File: src/rtl/udb_seq.sv
// Command sequencer for the udb up/down counter: turns LOAD / COUNT / HOLD commands into
// counter load, direction and enable controls, and reports done, wrap and abort status.
module udb_seq #(
  parameter int unsigned WIDTH    = 16,
  parameter logic [3:0]  DIR_UP   = 4'h1,
  parameter logic [3:0]  DIR_DOWN = 4'h0
) (
  input  logic             udb_seq_clk,
  input  logic             udb_seq_rst,
  input  logic             udb_seq_cmd_valid,
  output logic             udb_seq_cmd_ready,
  input  logic [1:0]       udb_seq_cmd_op,
  input  logic [WIDTH-1:0] udb_seq_cmd_data,
  input  logic             udb_seq_abort,
  input  logic [WIDTH-1:0] udb_seq_q,
  output logic             udb_seq_load,
  output logic [WIDTH-1:0] udb_seq_load_value,
  output logic [3:0]       udb_seq_direction,
  output logic             udb_seq_en,
  output logic             udb_seq_busy,
  output logic             udb_seq_done,
  output logic             udb_seq_wrap,
  output logic             udb_seq_aborted,
  output logic [WIDTH-1:0] udb_seq_steps_left
);

  typedef enum logic [2:0] {StIdle, StLoad, StCount, StHold, StDone} state_e;

  localparam logic [1:0] OpLoad = 2'b00;
  localparam logic [1:0] OpUp   = 2'b01;
  localparam logic [1:0] OpDown = 2'b10;

  state_e           state_q, state_d;
  logic             ready_q, ready_d;
  logic             load_q, load_d;
  logic [WIDTH-1:0] load_value_q, load_value_d;
  logic [3:0]       direction_q, direction_d;
  logic             en_q, en_d;
  logic             busy_q, busy_d;
  logic             done_q, done_d;
  logic             wrap_q, wrap_d;
  logic             aborted_q, aborted_d;
  logic [WIDTH-1:0] steps_q, steps_d;

  logic last_step;
  logic at_wrap;

  assign last_step = (steps_q == WIDTH'(1));
  assign at_wrap   = ((direction_q == DIR_UP) && (udb_seq_q == '1)) ||
                     ((direction_q == DIR_DOWN) && (udb_seq_q == '0));

  always_comb begin
    state_d      = state_q;
    ready_d      = ready_q;
    load_d       = 1'b0;
    load_value_d = load_value_q;
    direction_d  = direction_q;
    en_d         = 1'b0;
    busy_d       = busy_q;
    done_d       = 1'b0;
    wrap_d       = wrap_q;
    aborted_d    = aborted_q;
    steps_d      = steps_q;

    unique case (state_q)
      StIdle: begin
        ready_d = 1'b1;
        if (udb_seq_cmd_valid && ready_q) begin
          ready_d   = 1'b0;
          busy_d    = 1'b1;
          wrap_d    = 1'b0;
          aborted_d = 1'b0;
          if (udb_seq_cmd_op == OpLoad) begin
            state_d      = StLoad;
            load_d       = 1'b1;
            load_value_d = udb_seq_cmd_data;
            steps_d      = '0;
          end else begin
            steps_d = udb_seq_cmd_data;
            if (udb_seq_cmd_op == OpUp) begin
              direction_d = DIR_UP;
            end else if (udb_seq_cmd_op == OpDown) begin
              direction_d = DIR_DOWN;
            end
            // A zero count skips straight to completion with no enable or wait cycles.
            if (udb_seq_cmd_data == '0) begin
              state_d = StDone;
              done_d  = 1'b1;
            end else if (udb_seq_cmd_op == OpUp || udb_seq_cmd_op == OpDown) begin
              state_d = StCount;
              en_d    = 1'b1;
            end else begin
              state_d = StHold;
            end
          end
        end
      end
      StLoad: begin
        state_d = StDone;
        done_d  = 1'b1;
      end
      StCount: begin
        // en is high for every cycle spent here, so each edge is an enabled step.
        steps_d = steps_q - WIDTH'(1);
        if (at_wrap) wrap_d = 1'b1;
        if (last_step) begin
          state_d = StDone;
          done_d  = 1'b1;
        end else if (udb_seq_abort) begin
          state_d   = StDone;
          done_d    = 1'b1;
          aborted_d = 1'b1;
        end else begin
          en_d = 1'b1;
        end
      end
      StHold: begin
        steps_d = steps_q - WIDTH'(1);
        if (last_step) begin
          state_d = StDone;
          done_d  = 1'b1;
        end else if (udb_seq_abort) begin
          state_d   = StDone;
          done_d    = 1'b1;
          aborted_d = 1'b1;
        end
      end
      StDone: begin
        state_d = StIdle;
        busy_d  = 1'b0;
        ready_d = 1'b1;
      end
      default: state_d = StIdle;
    endcase
  end

  always_ff @(posedge udb_seq_clk or negedge udb_seq_rst) begin
    if (!udb_seq_rst) begin
      state_q      <= StIdle;
      ready_q      <= 1'b0;
      load_q       <= 1'b0;
      load_value_q <= '0;
      direction_q  <= 4'h0;
      en_q         <= 1'b0;
      busy_q       <= 1'b0;
      done_q       <= 1'b0;
      wrap_q       <= 1'b0;
      aborted_q    <= 1'b0;
      steps_q      <= '0;
    end else begin
      state_q      <= state_d;
      ready_q      <= ready_d;
      load_q       <= load_d;
      load_value_q <= load_value_d;
      direction_q  <= direction_d;
      en_q         <= en_d;
      busy_q       <= busy_d;
      done_q       <= done_d;
      wrap_q       <= wrap_d;
      aborted_q    <= aborted_d;
      steps_q      <= steps_d;
    end
  end

  assign udb_seq_cmd_ready  = ready_q;
  assign udb_seq_load       = load_q;
  assign udb_seq_load_value = load_value_q;
  assign udb_seq_direction  = direction_q;
  assign udb_seq_en         = en_q;
  assign udb_seq_busy       = busy_q;
  assign udb_seq_done       = done_q;
  assign udb_seq_wrap       = wrap_q;
  assign udb_seq_aborted    = aborted_q;
  assign udb_seq_steps_left = steps_q;

endmodule

File: config.mk
export PLATFORM = sky130hd
export DESIGN_NAME = udb_seq
export DESIGN_NICKNAME = d
export VERILOG_FILES = /design/src/rtl/udb_seq.sv
export SDC_FILE = /design/constraint.sdc
export NUM_CORES = 1
export LEC_CHECK = 0
export CORE_AREA = 4 4 91 93
export DETAILED_ROUTE_END_ITERATION = 16
export DIE_AREA = 0 0 95 97
export GPL_ROUTABILITY_DRIVEN = 0
export GPL_TIMING_DRIVEN = 0
export HOLD_SLACK_MARGIN = 0.06
export PLACE_DENSITY = 0.57
export SLEW_MARGIN = 30
export SYNTH_ARGS = -nofsm -noshare
export SYNTH_HDL_FRONTEND = slang
export SYNTH_SLANG_ARGS = --single-unit
File: constraint.sdc
create_clock -name udb_seq_clk -period 2.3 [get_ports udb_seq_clk]
set_clock_uncertainty 0.2 [all_clocks]
set_input_delay 0.46 -clock udb_seq_clk [delete_from_list [all_inputs] [get_ports udb_seq_clk]]
set_output_delay 0.46 -clock udb_seq_clk [all_outputs]
set_load 0.03 [all_outputs]
==> impl_summary.log, run 1 <==
[metrics] ANT cells: 0
[metrics] Worst Hold Margin: 0.286 ns
[metrics] largest fanout on the critical path: 8
[metrics] nature of the critical path endpoint: primary output
[metrics] nature of the critical path startpoint: register
[metrics] number of top-level design ports: 81
[metrics] number of enable flip-flop cells after synthesis: 0
[metrics] clock input transition at the sequential cells of the worst setup and hold paths: 0.08 ns
[metrics] maximum number of pins on one net before global-route repair: 44
[metrics] Placed Cells: 386
[metrics] kind of cell adding the most delay to the critical path: buffers and inverters
[metrics] power density over cell area: 1360 nW/um^2
[metrics] post-route clock period utilization: 95.8%
[metrics] worst-case vdd ir drop: 0.000581 V
[metrics] asr flop ratio synth: 100%
[metrics] post-synthesis mux area share: 9.12%
[metrics] total core area: 7530 um^2
[metrics] length of the first detailed-routing pass in iterations: 4
[metrics] Worst R2R Setup Slack: 0.22 ns
[metrics] via count of the routed design: 1981
[metrics] wirelength, routed: 6.44 mm
[metrics] sequential area share after synthesis: 48.7%
[metrics] vias in the first global route: 1948
[metrics] post-CTS setup repair buffer count: 0
[metrics] TritonCTS clock tree: done
[metrics] post-route DRC violation count: 0
[metrics] Worst Setup Slack post-DPL: -0.401 ns
[metrics] die height: 97 um
[metrics] first-pass GRT wire length: 10.5 mm
[metrics] stage delay of the slowest cell on the critical path: 0.74 ns
[metrics] worst path cell trace: clkdlybuf4s50_1
[metrics] Maximum Capacitance Violations: 0
[metrics] Final Util: 43.1%
[metrics] post-detailed-route wirelength per cell: 16.4 um
[metrics] DIE WIDTH: 95 um
[metrics] all-layer global routing usage: 14.7%
[metrics] detailed-route vias per instance: 5.03
[metrics] cell area after technology mapping: 2210 um^2
[metrics] Post-synth top flop: dfrtp_1
[metrics] number of H-tree levels: 2
[metrics] Static Leakage: 1.31 nW
[metrics] Die Outline Area: 9220 um^2
[metrics] result of the run: finished clean
[metrics] capture point of the worst path: udb_seq_steps_left[2]
[metrics] CP Depth: 1
[metrics] Compound-Gate Fraction of Synth Area: 11.4%
[metrics] number of DRC markers in iteration 0: 120
[metrics] gr ovfl total: 0
[metrics] clock network latency to the later pin of the worst-skew pair: 0.30 ns
[metrics] clock period minus final worst setup slack: 2.20 ns
[metrics] setup repair after global routing missed its margin: false
[metrics] Worst Max-Slew Pin Slew: 0.564 ns
[metrics] worst setup path start: udb_seq_steps_left[2]$_DFFE_PN0P_
[metrics] fraction of layout cells with a size suffix above 1: 15.4%
[metrics] number of pins with negative max-slew slack in the final report: 0
[metrics] # setup viols final: 0
[metrics] WS Path Type: register to primary output
[metrics] net count of the finished layout: 334
[metrics] reg-to-reg critical path startpoint: udb_seq_steps_left[10]$_DFFE_PN0P_
[metrics] maximum clock insertion buffer count: 2
[metrics] number of register bits inferred by synthesis: 43
[metrics] xor/xnor cell area share of the yosys netlist: 0.396%
[metrics] Max-slew headroom: 62.4%
[metrics] CP Data Arrival Time: 1.54 ns
[metrics] number of antenna violations at the first check in global routing: 0
[metrics] final worst-path setup slack: 0.0972 ns
[metrics] clock sink total: 43
[metrics] # fillers: 768
[metrics] highest clock rate: 0.454 GHz
[metrics] number of standard-cell rows in the floorplan: 32
[metrics] effective utilization at floorplan: 29.4%
[metrics] post-route ant nets: 0
[metrics] number of CTS-inserted buffers: 5
[metrics] Gate Count Post-Synth: 205
[metrics] Clock Root Buffer: clkbuf_8
[metrics] area share of fa/ha/maj cells after synthesis: 2.27%
[metrics] required time at the worst-slack endpoint: 1.64 ns
[metrics] Finished Layout Cells: 394
[metrics] fraction of the mapped netlist area in simple logic gates: 23.4%
[metrics] port buffer count: 77
[metrics] number of distinct standard cells referenced by the synthesized netlist: 48
[metrics] average size of a mapped cell: 10.8 um^2
[metrics] Crit-path slowest cell: clkdlybuf4s50_1
[metrics] Syn. warnings: 0
[metrics] count of buffering cells on the critical path with inverters included: 1
[metrics] hpwl dp: 4.97 mm
[metrics] combinational family with the most area after synthesis: simple AND/OR/NAND/NOR gates
[metrics] Setup TNS Final: 0 ns
[metrics] capture instance of the worst register-to-register path: state_q[0]$_DFFE_PN0P_
[metrics] P&R area growth vs syn: 46.9%
[metrics] Tightest Hold Check Type: register to register
[metrics] r2r worst-path depth: 4
[metrics] number of hold violations in the final report: 0
## layer usage
layer	wire [um]	part of all wire, %	track usage (%)	vias up
li1	-	-	-	956
met1	3030	47	20.9	977
met2	2960	46	21.6	44
met3	378	5.9	4.82	4
met4	70	1.1	3.66	0
met5	0	0	0	-
## registers in the layout, summed over array words and instances, names as in the netlist
signal / cells
udb_seq_load_value: 16
udb_seq_steps_left: 16
state_q: 3
udb_seq_aborted: 1
udb_seq_busy: 1
udb_seq_cmd_ready: 1
udb_seq_direction: 1
udb_seq_done: 1
udb_seq_en: 1
udb_seq_load: 1
udb_seq_wrap: 1
## layout make-up
cell class | count | area [um^2] | area share [%]
multi-input combinational | 146 | 1060 | 32.7
tap | 102 | 128 | 3.93
sequential | 43 | 1080 | 33.1
inverter | 7 | 26.3 | 0.809
buffer | 11 | 75.1 | 2.31
clock inverter | 1 | 30.0 | 0.925
clock buffer | 6 | 72.6 | 2.24
timing repair buffer | 78 | 778 | 24.0
## through the flow
step | power, mW | area (um^2)
final | 4.41 | 3250
after global routing | 4.70 | 3250
after CTS | 4.44 | 3240
after detailed placement | 3.84 | 3110
after global placement | 3.82 | 3120
after floorplan | 2.83 | 2220
## placed cells by master, fill, tap and decap left out, types with 3 or more instances in the layout
master           instances
buf_4                    4
o21ai_0                  4
nor2_1                   8
buf_2                    3
nand3b_1                 5
and3_1                   3
clkbuf_1                 3
a32oi_1                  3
nor3_1                   4
o311ai_0                 5
mux2_2                  17
nand2_1                 21
dfrtp_1                 43
or4_1                    3
ha_1                     3
o211ai_1                 9
conb_1                   3
inv_1                    7
nor4_1                   9
clkdlybuf4s50_1         76
clkbuf_8                 5
nand3_1                  9
nand4_1                  7
## cell families after synthesis
| group | count (synthesis) |
|---|---|
| AND/OR/NAND/NOR | 88 |
| AO/OA/AOI/OAI | 32 |
| multiplexers | 18 |
| buffers and inverters | 18 |
| flip-flops | 43 |
| other | 1 |
| adder cells (fa/ha/maj) | 4 |
| XOR/XNOR | 1 |
## repair_timing
item,4_1_cts,5_1_grt
hold buffers,1,0
gates resized for setup,2,3
hold endpoints to repair,43,0
pin swaps,0,1
endpoints found under the setup margin,12,4
## report_power, final
group,switching (mW),internal (mW),leakage [nW],total [mW]
logic,1.33,1.06,0.724,2.39
registers,0.349,1.10,0.533,1.45
clock network,0.256,0.318,0.0513,0.574
## worst min-delay path by stage
stage	start	endpoint	slack [ns]	cells after the start
5_1_grt	udb_seq_load_value[12]$_DFFE_PN0P_	udb_seq_load_value[12]$_DFFE_PN0P_	0.32	1
3_3_place_gp	udb_seq_busy$_DFFE_PN0P_	udb_seq_busy$_DFFE_PN0P_	0.26	2
4_1_cts	udb_seq_busy$_DFFE_PN0P_	udb_seq_busy$_DFFE_PN0P_	0.29	2
2_1_floorplan	udb_seq_rst	state_q[0]$_DFFE_PN0P_	-0.04	0
3_5_place_dp	udb_seq_busy$_DFFE_PN0P_	udb_seq_busy$_DFFE_PN0P_	0.27	2
6_report	udb_seq_aborted$_DFFE_PN0P_	udb_seq_aborted$_DFFE_PN0P_	0.29	2
## synthesized netlist by cell type (2+ instances only)
master	instances	share of area [%]
buf_4	3	1.0
clkbuf_1	2	0.34
and2_0	2	0.57
o32ai_1	2	0.79
buf_2	4	0.91
nand4_1	7	2.0
and3_1	3	0.85
buf_6	2	1.0
nand3b_1	5	1.7
nor3b_1	2	0.68
nor4_1	9	2.5
dfrtp_1	43	49
mux2_2	17	8.7
a32oi_1	3	1.2
o311ai_0	5	2.0
nor4_2	2	1.1
or4_1	3	1.0
o21ai_0	4	0.91
nor2_1	8	1.4
nand3_1	9	2.0
ha_1	4	2.3
o211ai_1	9	3.1
or3_1	2	0.57
nor3_1	4	0.91
nand2_1	22	3.7
inv_1	7	1.2
No activity file was read; power rests on OpenSTA's default activity.
==> inputs of run 2 (changes only) <==
Settings changed: CORE_AREA 4 4 91 93 to 4 4 76 78, DIE_AREA 0 0 95 97 to 0 0 80 82, PLACE_DENSITY 0.57 to 0.78.
==> run 2 against run 1 <==
Compared with the run above: clock power is 8.9% higher; power up 0.43%; sequential share of layout area is 0.24 points higher; non-clock buffer count is 1 higher; count of clock-buffer cells in the layout did not move; wire length is 8.7% lower; global-route usage grew 4.6 points; critical endpoint is now udb_seq_done$_DFF_PN0_; largest power group unchanged.
==> impl_summary.log, run 2 (same netlist as run 1, synthesis figures left out) <==
[metrics] result of the run: finished clean
[metrics] net count of the finished layout: 335
[metrics] number of standard-cell rows in the floorplan: 26
[metrics] vias in the first global route: 2021
[metrics] reg-to-reg critical path startpoint: udb_seq_steps_left[7]$_DFFE_PN0P_
[metrics] post-route ant nets: 0
[metrics] power density over cell area: 1380 nW/um^2
[metrics] Maximum Capacitance Violations: 0
[metrics] TritonCTS clock tree: done
[metrics] wirelength, routed: 5.89 mm
[metrics] number of H-tree levels: 2
[metrics] P&R area growth vs syn: 45.9%
[metrics] detailed-route vias per instance: 5.44
[metrics] maximum number of pins on one net before global-route repair: 27
[metrics] highest clock rate: 0.435 GHz
[metrics] capture point of the worst path: udb_seq_done$_DFF_PN0_
[metrics] ANT cells: 0
[metrics] most common cell after layout, fill and taps aside: clkdlybuf4s50_1
[metrics] clock input transition at the sequential cells of the worst setup and hold paths: 0.08 ns
[metrics] maximum clock insertion buffer count: 2
[metrics] clock sink total: 43
[metrics] DIE WIDTH: 80 um
[metrics] hpwl dp: 4.64 mm
[metrics] Worst R2R Setup Slack: 0.26 ns
[metrics] number of top-level design ports: 81
[metrics] fraction of layout cells with a size suffix above 1: 15.6%
[metrics] Die Outline Area: 6560 um^2
[metrics] switching power summed over all nets: 1.93 mW
[metrics] worst setup path start: udb_seq_cmd_op[0]
[metrics] clock network latency to the later pin of the worst-skew pair: 0.30 ns
[metrics] first-pass GRT wire length: 9.78 mm
[metrics] WS Path Type: input port to register
[metrics] worst-case vdd ir drop: 0.000834 V
[metrics] Seq pwr share: 32.5%
[metrics] Clock Root Buffer: clkbuf_8
[metrics] setup repair after global routing missed its margin: true
[metrics] Tightest Hold Check Type: register to register
[metrics] number of antenna violations at the first check in global routing: 0
[metrics] length of the first detailed-routing pass in iterations: 4
[metrics] required time at the worst-slack endpoint: 2.29 ns
[metrics] Static Leakage: 1.32 nW
[metrics] largest fanout on the critical path: 10
[metrics] internal power of the cells: 2.51 mW
[metrics] Max-slew headroom: 60.2%
[metrics] clock network fraction of design power: 14.1%
[metrics] effective utilization at floorplan: 43.5%
[metrics] die height: 82 um
[metrics] clock period minus final worst setup slack: 2.30 ns
[metrics] Worst Max-Slew Pin Slew: 0.595 ns
[metrics] r2r worst-path depth: 5
[metrics] # setup viols final: 0
[metrics] Final Util: 63.5%
[metrics] Setup TNS Final: 0 ns
[metrics] via count of the routed design: 1979
[metrics] number of CTS-inserted buffers: 5
[metrics] port buffer count: 77
[metrics] Finished Layout Cells: 364
[metrics] CP Data Arrival Time: 2.29 ns
[metrics] total chip power: 4.43 mW
[metrics] part of the power in combinational logic: 53.4%
[metrics] nature of the critical path endpoint: register
[metrics] post-route clock period utilization: 99.9%
[metrics] Placed Cells: 355
[metrics] number of pins with negative max-slew slack in the final report: 0
[metrics] capture instance of the worst register-to-register path: udb_seq_steps_left[13]$_DFFE_PN0P_
[metrics] gr ovfl total: 0
[metrics] post-detailed-route wirelength per cell: 16.2 um
[metrics] fraction of power spent switching nets: 43.5%
[metrics] total core area: 5070 um^2
[metrics] number of DRC markers in iteration 0: 171
[metrics] Worst Hold Margin: 0.279 ns
[metrics] number of hold violations in the final report: 0
[metrics] commonest non-fill, non-tap cells in the layout: clkdlybuf4s50_1, dfrtp_1, nand2_1
[metrics] nature of the critical path startpoint: input port
[metrics] all-layer global routing usage: 19.3%
[metrics] post-route DRC violation count: 0
run 2: how the worst min path moves through the flow:
stage               cells after the start                               end                startpoint
floorplan                               0            state_q[0]$_DFFE_PN0P_               udb_seq_rst
global placement                        2          udb_seq_busy$_DFFE_PN0P_  udb_seq_busy$_DFFE_PN0P_
detailed placement                      1  udb_seq_direction[0]$_DFFE_PN0P_               udb_seq_rst
CTS                                     2          udb_seq_busy$_DFFE_PN0P_  udb_seq_busy$_DFFE_PN0P_
global route                            2          udb_seq_busy$_DFFE_PN0P_  udb_seq_busy$_DFFE_PN0P_
finish                                  2          udb_seq_busy$_DFFE_PN0P_  udb_seq_busy$_DFFE_PN0P_
run 2: power groups by stage:
stage	registers (mW)	clock network (mW)	logic (mW)
after detailed placement	1.45	0	2.36
after floorplan	2.02	0	0.807
after CTS	1.44	0.630	2.38
after global routing	1.51	0.667	2.53
after global placement	1.44	0	2.33
final	1.44	0.625	2.37
run 2: metal layers:
| layer | vias up | track usage, % | share of wire, % |
|---|---|---|---|
| met1 | 937 | 24.9 | 41 |
| met2 | 76 | 31.3 | 48 |
| li1 | 954 | - | - |
| met5 | - | 0 | 0 |
| met4 | 0 | 6.25 | 1.7 |
| met3 | 12 | 5.59 | 8.9 |
run 2: final cells by class:
class / count / area [um^2]
inverter: 7 / 26.3
sequential: 43 / 1080
tap: 70 / 87.6
fill: 432 / 1850
clock inverter: 2 / 35.0
buffer: 11 / 72.6
clock buffer: 6 / 82.6
multi-input combinational: 146 / 1050
timing repair buffer: 79 / 796
run 2: stage by stage:
step                cell area (um^2)  setup WS (ns)
CTS                             3220         0.0136
detailed placement              3090         -0.326
floorplan                       2220          0.242
global route                    3220         -0.105
finish                          3220        0.00296
global placement                3080         -0.585
run 2: timing repair:
action | CTS | global route
endpoints found under the hold margin | 17 | 0
buffers inserted | 0 | 0
resized for setup | 0 | 1
endpoints found under the setup margin | 0 | 20
hold buffers | 1 | 0
run 2: critical path, stage by stage:
cell	delay (ns)
clkdlybuf4s50_1	0.49
inv_1	0.05
ha_1	0.26
nor4b_2	0.60
buf_6	0.22
inv_1	0.06
o32ai_1	0.14
